===== src/rtl/mag_window_stats.sv =====
// mag_window_stats
//   Windowed statistics over 8-bit magnitude samples: moving average over
//   2^WIN_LOG2 samples, running peak/floor since the last clear, and a
//   hysteretic alarm with a saturating alarm-entry counter.
// Ports:
//   clk        rising-edge clock
//   rst_n      asynchronous active-low reset
//   ena        global enable; low freezes all state and outputs
//   mag_in     unsigned magnitude sample
//   mag_valid  mag_in valid this cycle
//   clr        synchronous clear of all statistics (wins over mag_valid)
//   sel        stat select: 0 avg, 1 max, 2 min, 3 alarm-entry count
//   stat_out   registered selected statistic
//   alarm      registered alarm state (1 = ALERT)
//   win_full   window holds 2^WIN_LOG2 valid samples
module mag_window_stats #(
  parameter int         WIN_LOG2 = 3,
  parameter logic [7:0] TH_HI    = 8'd200,
  parameter logic [7:0] TH_LO    = 8'd150
) (
  input  logic       clk,
  input  logic       rst_n,
  input  logic       ena,
  input  logic [7:0] mag_in,
  input  logic       mag_valid,
  input  logic       clr,
  input  logic [1:0] sel,
  output logic [7:0] stat_out,
  output logic       alarm,
  output logic       win_full
);

  localparam int DEPTH = 1 << WIN_LOG2;
  localparam int SUM_W = 8 + WIN_LOG2;
  localparam int CNT_W = WIN_LOG2 + 1;
  localparam logic [CNT_W-1:0] CNT_FULL = CNT_W'(DEPTH);

  typedef enum logic {QUIET = 1'b0, ALERT = 1'b1} state_t;

  logic [7:0]          buf_r [DEPTH];
  logic [WIN_LOG2-1:0] wr_ptr_r;
  logic [CNT_W-1:0]    count_r;
  logic [SUM_W-1:0]    sum_r;
  logic [SUM_W-1:0]    sum_nxt_s;
  logic [7:0]          max_r;
  logic [7:0]          min_r;
  logic [7:0]          avg_s;
  logic [7:0]          avg_r;
  logic [7:0]          entry_cnt_r;
  logic [7:0]          stat_s;
  logic                accept_s;
  logic                entry_s;
  state_t              state_r;
  state_t              state_nxt_s;

  assign accept_s = ena & mag_valid & ~clr;
  assign win_full = (count_r == CNT_FULL);
  assign alarm    = (state_r == ALERT);

  // Next running sum: add the new sample, drop the one being overwritten once full.
  always_comb begin
    sum_nxt_s = sum_r + SUM_W'(mag_in);
    if (win_full) begin
      sum_nxt_s = sum_nxt_s - SUM_W'(buf_r[wr_ptr_r]);
    end else begin
      sum_nxt_s = sum_nxt_s;
    end
  end

  // Average is only meaningful once the window is full.
  always_comb begin
    if (win_full) begin
      avg_s = sum_r[WIN_LOG2 +: 8];
    end else begin
      avg_s = 8'd0;
    end
  end

  // Output statistic select.
  always_comb begin
    case (sel)
      2'd0:    stat_s = avg_s;
      2'd1:    stat_s = max_r;
      2'd2:    stat_s = min_r;
      2'd3:    stat_s = entry_cnt_r;
      default: stat_s = 8'd0;
    endcase
  end

  // Alarm next-state: judged on the average registered one cycle earlier.
  always_comb begin
    state_nxt_s = state_r;
    entry_s     = 1'b0;
    case (state_r)
      QUIET: begin
        if (avg_r > TH_HI) begin
          state_nxt_s = ALERT;
          entry_s     = 1'b1;
        end else begin
          state_nxt_s = QUIET;
        end
      end
      ALERT: begin
        if (avg_r < TH_LO) begin
          state_nxt_s = QUIET;
        end else begin
          state_nxt_s = ALERT;
        end
      end
      default: state_nxt_s = QUIET;
    endcase
  end

  // Circular sample buffer.
  always_ff @(posedge clk or negedge rst_n) begin
    if (!rst_n) begin
      for (int i = 0; i < DEPTH; i++) buf_r[i] <= 8'd0;
    end else if (ena && clr) begin
      for (int i = 0; i < DEPTH; i++) buf_r[i] <= 8'd0;
    end else if (accept_s) begin
      buf_r[wr_ptr_r] <= mag_in;
    end
  end

  // Window bookkeeping, peak/floor tracking and the registered average.
  always_ff @(posedge clk or negedge rst_n) begin
    if (!rst_n) begin
      wr_ptr_r <= '0;
      count_r  <= '0;
      sum_r    <= '0;
      max_r    <= 8'd0;
      min_r    <= 8'd255;
      avg_r    <= 8'd0;
    end else if (ena) begin
      if (clr) begin
        wr_ptr_r <= '0;
        count_r  <= '0;
        sum_r    <= '0;
        max_r    <= 8'd0;
        min_r    <= 8'd255;
        avg_r    <= 8'd0;
      end else begin
        avg_r <= avg_s;
        if (mag_valid) begin
          wr_ptr_r <= wr_ptr_r + 1'b1;
          sum_r    <= sum_nxt_s;
          if (!win_full) count_r <= count_r + 1'b1;
          if (mag_in > max_r) max_r <= mag_in;
          if (mag_in < min_r) min_r <= mag_in;
        end
      end
    end
  end

  // Alarm state, saturating entry counter and registered statistic output.
  always_ff @(posedge clk or negedge rst_n) begin
    if (!rst_n) begin
      state_r     <= QUIET;
      entry_cnt_r <= 8'd0;
      stat_out    <= 8'd0;
    end else if (ena) begin
      if (clr) begin
        state_r     <= QUIET;
        entry_cnt_r <= 8'd0;
        stat_out    <= 8'd0;
      end else begin
        state_r  <= state_nxt_s;
        stat_out <= stat_s;
        if (entry_s && (entry_cnt_r != 8'd255)) entry_cnt_r <= entry_cnt_r + 8'd1;
      end
    end
  end

endmodule

===== config.mk =====
export PLATFORM = sky130hd
export DESIGN_NAME = mag_window_stats
export DESIGN_NICKNAME = d
export VERILOG_FILES = /design/src/rtl/mag_window_stats.sv
export SDC_FILE = /design/constraint.sdc
export NUM_CORES = 1
export LEC_CHECK = 0
export ABC_CLOCK_PERIOD_IN_PS = 3900
export CAP_MARGIN = 15
export CORE_MARGIN = 2
export CORE_UTILIZATION = 60
export CTS_BUF_LIST = sky130_fd_sc_hd__clkbuf_16
export CTS_CLUSTER_SIZE = 28
export DETAILED_ROUTE_END_ITERATION = 7
export DONT_BUFFER_PORTS = 1
export PLACE_DENSITY = 0.76
export SLEW_MARGIN = 20
export SYNTH_ARGS = -nofsm -noshare
export SYNTH_HDL_FRONTEND = slang
export SYNTH_SLANG_ARGS = --single-unit

===== constraint.sdc =====
create_clock -name clk -period 3.9 [get_ports clk]
set_clock_uncertainty 0.15 [all_clocks]
set_input_delay 0.39 -clock clk [delete_from_list [all_inputs] [get_ports clk]]
set_output_delay 0.39 -clock clk [all_outputs]
set_load 0.02 [all_outputs]

==> results.py <==
metrics = {
    "status": {
        "status": "finished with violations",
        "violations": "DRC, hold timing",
    },
    "worst_setup_path": {
        "r2r_setup_slack_ps": 260,
        "cp_top_family": "compound AO/OA/AOI/OAI gates",
        "cp-end-kind": "flop",
        "worst_setup_path_start_kind": "flop",
        "reg2reg_depth": 12,
        "timing.rr.start": "wr_ptr_r[1]$_DFFE_PN0P_",
        "worstPathArrival_ps": 3800,
        "worst_ep_required_time_ps": 4060,
        "cp_cell_sequence": "buf_4, mux4_2, mux2i_1, ha_1, o21a_1, o31a_1, o31ai_1, and3_1, mux2i_1, o21ai_0, nor2_1, o31a_1",
        "crit_buf_inv": 1,
        "cp.depth": 12,
        "crit_path_start": "wr_ptr_r[1]$_DFFE_PN0P_",
        "slowest_stage": "mux4_2",
        "cp_max_fo": 11,
        "timing.rr.end": "sum_r[10]$_DFFE_PN0P_",
        "critPathMaxStageDelay_ps": 530,
        "crit_type": "flop to flop",
        "endpoint": "sum_r[10]$_DFFE_PN0P_",
    },
    "power_and_ir_drop": {
        "powerDensity_nw_per_um2": 471,
        "power_leakage_uw": 0.00367,
        "vdd_drop_max_mv": 0.533,
        "p_total_uw": 3730,
    },
    "floorplanning": {
        "rows": 39,
        "start_util": 0.619,
        "dieHeight_um": 113,
        "ioPinCount": 25,
        "die_area_um2": 12800,
        "core_um2": 11500,
        "die_w_um": 113,
    },
    "global_routing": {
        "grt_pass1_wl_um": 29400,
        "grtUsageTotal": 0.303,
        "grt_antenna_before_repair": 0,
        "grt_overflow": 0,
        "grt_pass1_vias": 5525,
        "grt_start_max_net_pins": 124,
    },
    "min_path": {
        "hold_depth": 2,
        "worstHoldPathType": "primary input to flop",
        "min-delay-start": "mag_in[4]",
    },
    "logic_synthesis": {
        "synthArstFlopShare": 1.00,
        "synth-seq-cells": 123,
        "syn_area_per_cell_um2": 9.67,
        "synth_largest_area_cell": "dfrtp_1",
        "ys_seq_area_frac": 0.433,
        "ys_warn_count": 0,
        "synth_top_area_share": 0.404,
        "synth_cells": 737,
        "synth_fp_nets": 789,
        "synth_top_cells_by_area": "dfrtp_1 (40%), mux2i_1 (9.7%), ha_1 (6.1%)",
        "post_synth_instance_area_um2": 7130,
        "synth_edf_count": 0,
        "synth_ff_type": "dfrtp_1",
        "synthTopCellsByCount": "dfrtp_1 (115), nor2_1 (103), mux2i_1 (69), inv_1 (52), nand2_1 (47)",
        "synth_most_common_cell": "dfrtp_1",
        "synth.distinct_cells": 57,
    },
    "drt": {
        "first_iter_violations": 499,
        "drc": 4,
        "drtPass1Iterations": 8,
        "wl_um": 18300,
        "vias_per_cell": 6.28,
        "final_antenna_net_count": 0,
        "wl_per_cell_um": 20.4,
        "vias": 5650,
    },
    "sta": {
        "setup_violations": 0,
        "finalCritPeriodShare": 0.933,
        "worst_pin_slew_ps": 1160,
        "min_period_ps": 3640,
        "clock.fmax_mhz": 275,
        "fin_setup_tns_ps": 0,
        "whs_ps": -8.49,
        "drv_slew": 0,
        "hold_viol_final": 1,
        "slew_headroom": 0.227,
        "rsz0062_at_grt": "false",
    },
    "clock_tree": {
        "cts_tree": "yes",
        "postCtsSetupRepairBufs": 0,
        "clk_latency_ps": 440,
        "clock-root-buffer": "clkbuf_16",
        "clockBufferDepth": 2,
        "cts_made_buffers": 17,
        "cts.clk_slew.worst_paths_ps": 60,
        "clock-sinks": 123,
        "cts_max_level": 4,
    },
    "placement": {
        "port_buffers": 0,
        "placed_cells": 853,
        "gp_congestion": 0.993,
        "dpl.hpwl_um": 11900,
    },
    "final_layout": {
        "seqCellArea_um2": 3090,
        "layout.nets": 796,
        "fill_cells": 860,
        "syn_to_final_growth_pct": 11.2,
        "post_layout_nonfiller_instances": 900,
        "n_antenna_cell": 0,
        "multi_input_area_um2": 3680,
        "drive_gt1_frac": 0.102,
    },
    "flow_run": {
        "max_cap_viol_count": 0,
    },
}
state kept, by name, indices dropped and copies added, names as in the netlist:
name,count
max_r,8
stat_out,8
avg_r,8
buf_r,64
sum_r,11
wr_ptr_r,3
entry_cnt_r,8
count_r,4
min_r,8
alarm,1
per-stage QoR:
stage          hold WS (ps)  cell area, um2  setup slack [ps]  utilization
3_3_place_gp          -52.9            7230               477        0.628
5_1_grt                5.41            7920              9.69        0.688
4_1_cts                1.25            7920               320        0.688
2_1_floorplan         -55.6            7130               381            -
6_report              -8.49            7920               261        0.688
3_5_place_dp          -53.1            7230               338        0.628
cells in the final DEF, fill, tap and decap left out, types with 13 or more instances in the layout:
master         netlist  layout
a21oi_1             35      35
a22o_1              13      13
clkbuf_16            0      17
dfrtp_1            115     115
dlygate4sd3_1        0      14
ha_1                35      35
inv_1               52      56
mux2i_1             69      69
nand2_1             47      47
nor2_1             103     103
o21ai_0             33      33
o22ai_1             18      18
logic make-up (layout without fill, tap and decap cells):
group / Yosys count / in the layout / share of synthesized area
AO/OA/AOI/OAI: 163 / 163 / 0.157
flip-flops: 123 / 123 / 0.433
AND/OR/NAND/NOR: 219 / 219 / 0.140
adder cells (fa/ha/maj): 37 / 37 / 0.0671
buffers and inverters: 91 / 111 / 0.0497
multiplexers: 82 / 82 / 0.124
XOR/XNOR: 22 / 22 / 0.0291
what timing repair did:
item | in CTS | in global routing
hold endpoints to repair | 207 | 0
hold buffers | 15 | 0
gates resized for setup | 0 | 0
power by group:
part / switching [uW] / internal [uW] / total (uW)
Combinational: 474 / 368 / 842
Sequential: 94.4 / 1390 / 1480
Clock: 559 / 849 / 1410
Total: 1130 / 2600 / 3730
area by class of cell:
class | count | share of cell area
clock inverters | 15 | 0.0123
clock buffers | 17 | 0.0537
flip-flops and latches | 123 | 0.390
inverters | 53 | 0.0251
repair buffers | 26 | 0.0316
well taps | 143 | 0.0226
multi-input cells | 523 | 0.465
how the worst min path moves through the flow:
stage,end
after global placement,avg_r[5]$_DFFE_PN0P_
final,buf_r[52]$_DFFE_PN0P_
after CTS,min_r[6]$_DFFE_PN1P_
after detailed placement,avg_r[5]$_DFFE_PN0P_
after floorplan,alarm$_DFFE_PN0P_
after global routing,min_r[6]$_DFFE_PN1P_
routing by layer:
metal	global-route usage	vias up	share of wire
li1	-	2621	-
met1	0.377	2783	0.41
met2	0.483	192	0.48
met3	0.0937	54	0.072
met4	0.150	0	0.033
met5	0	-	0
Note: power is estimated with default switching activity, not from simulation.
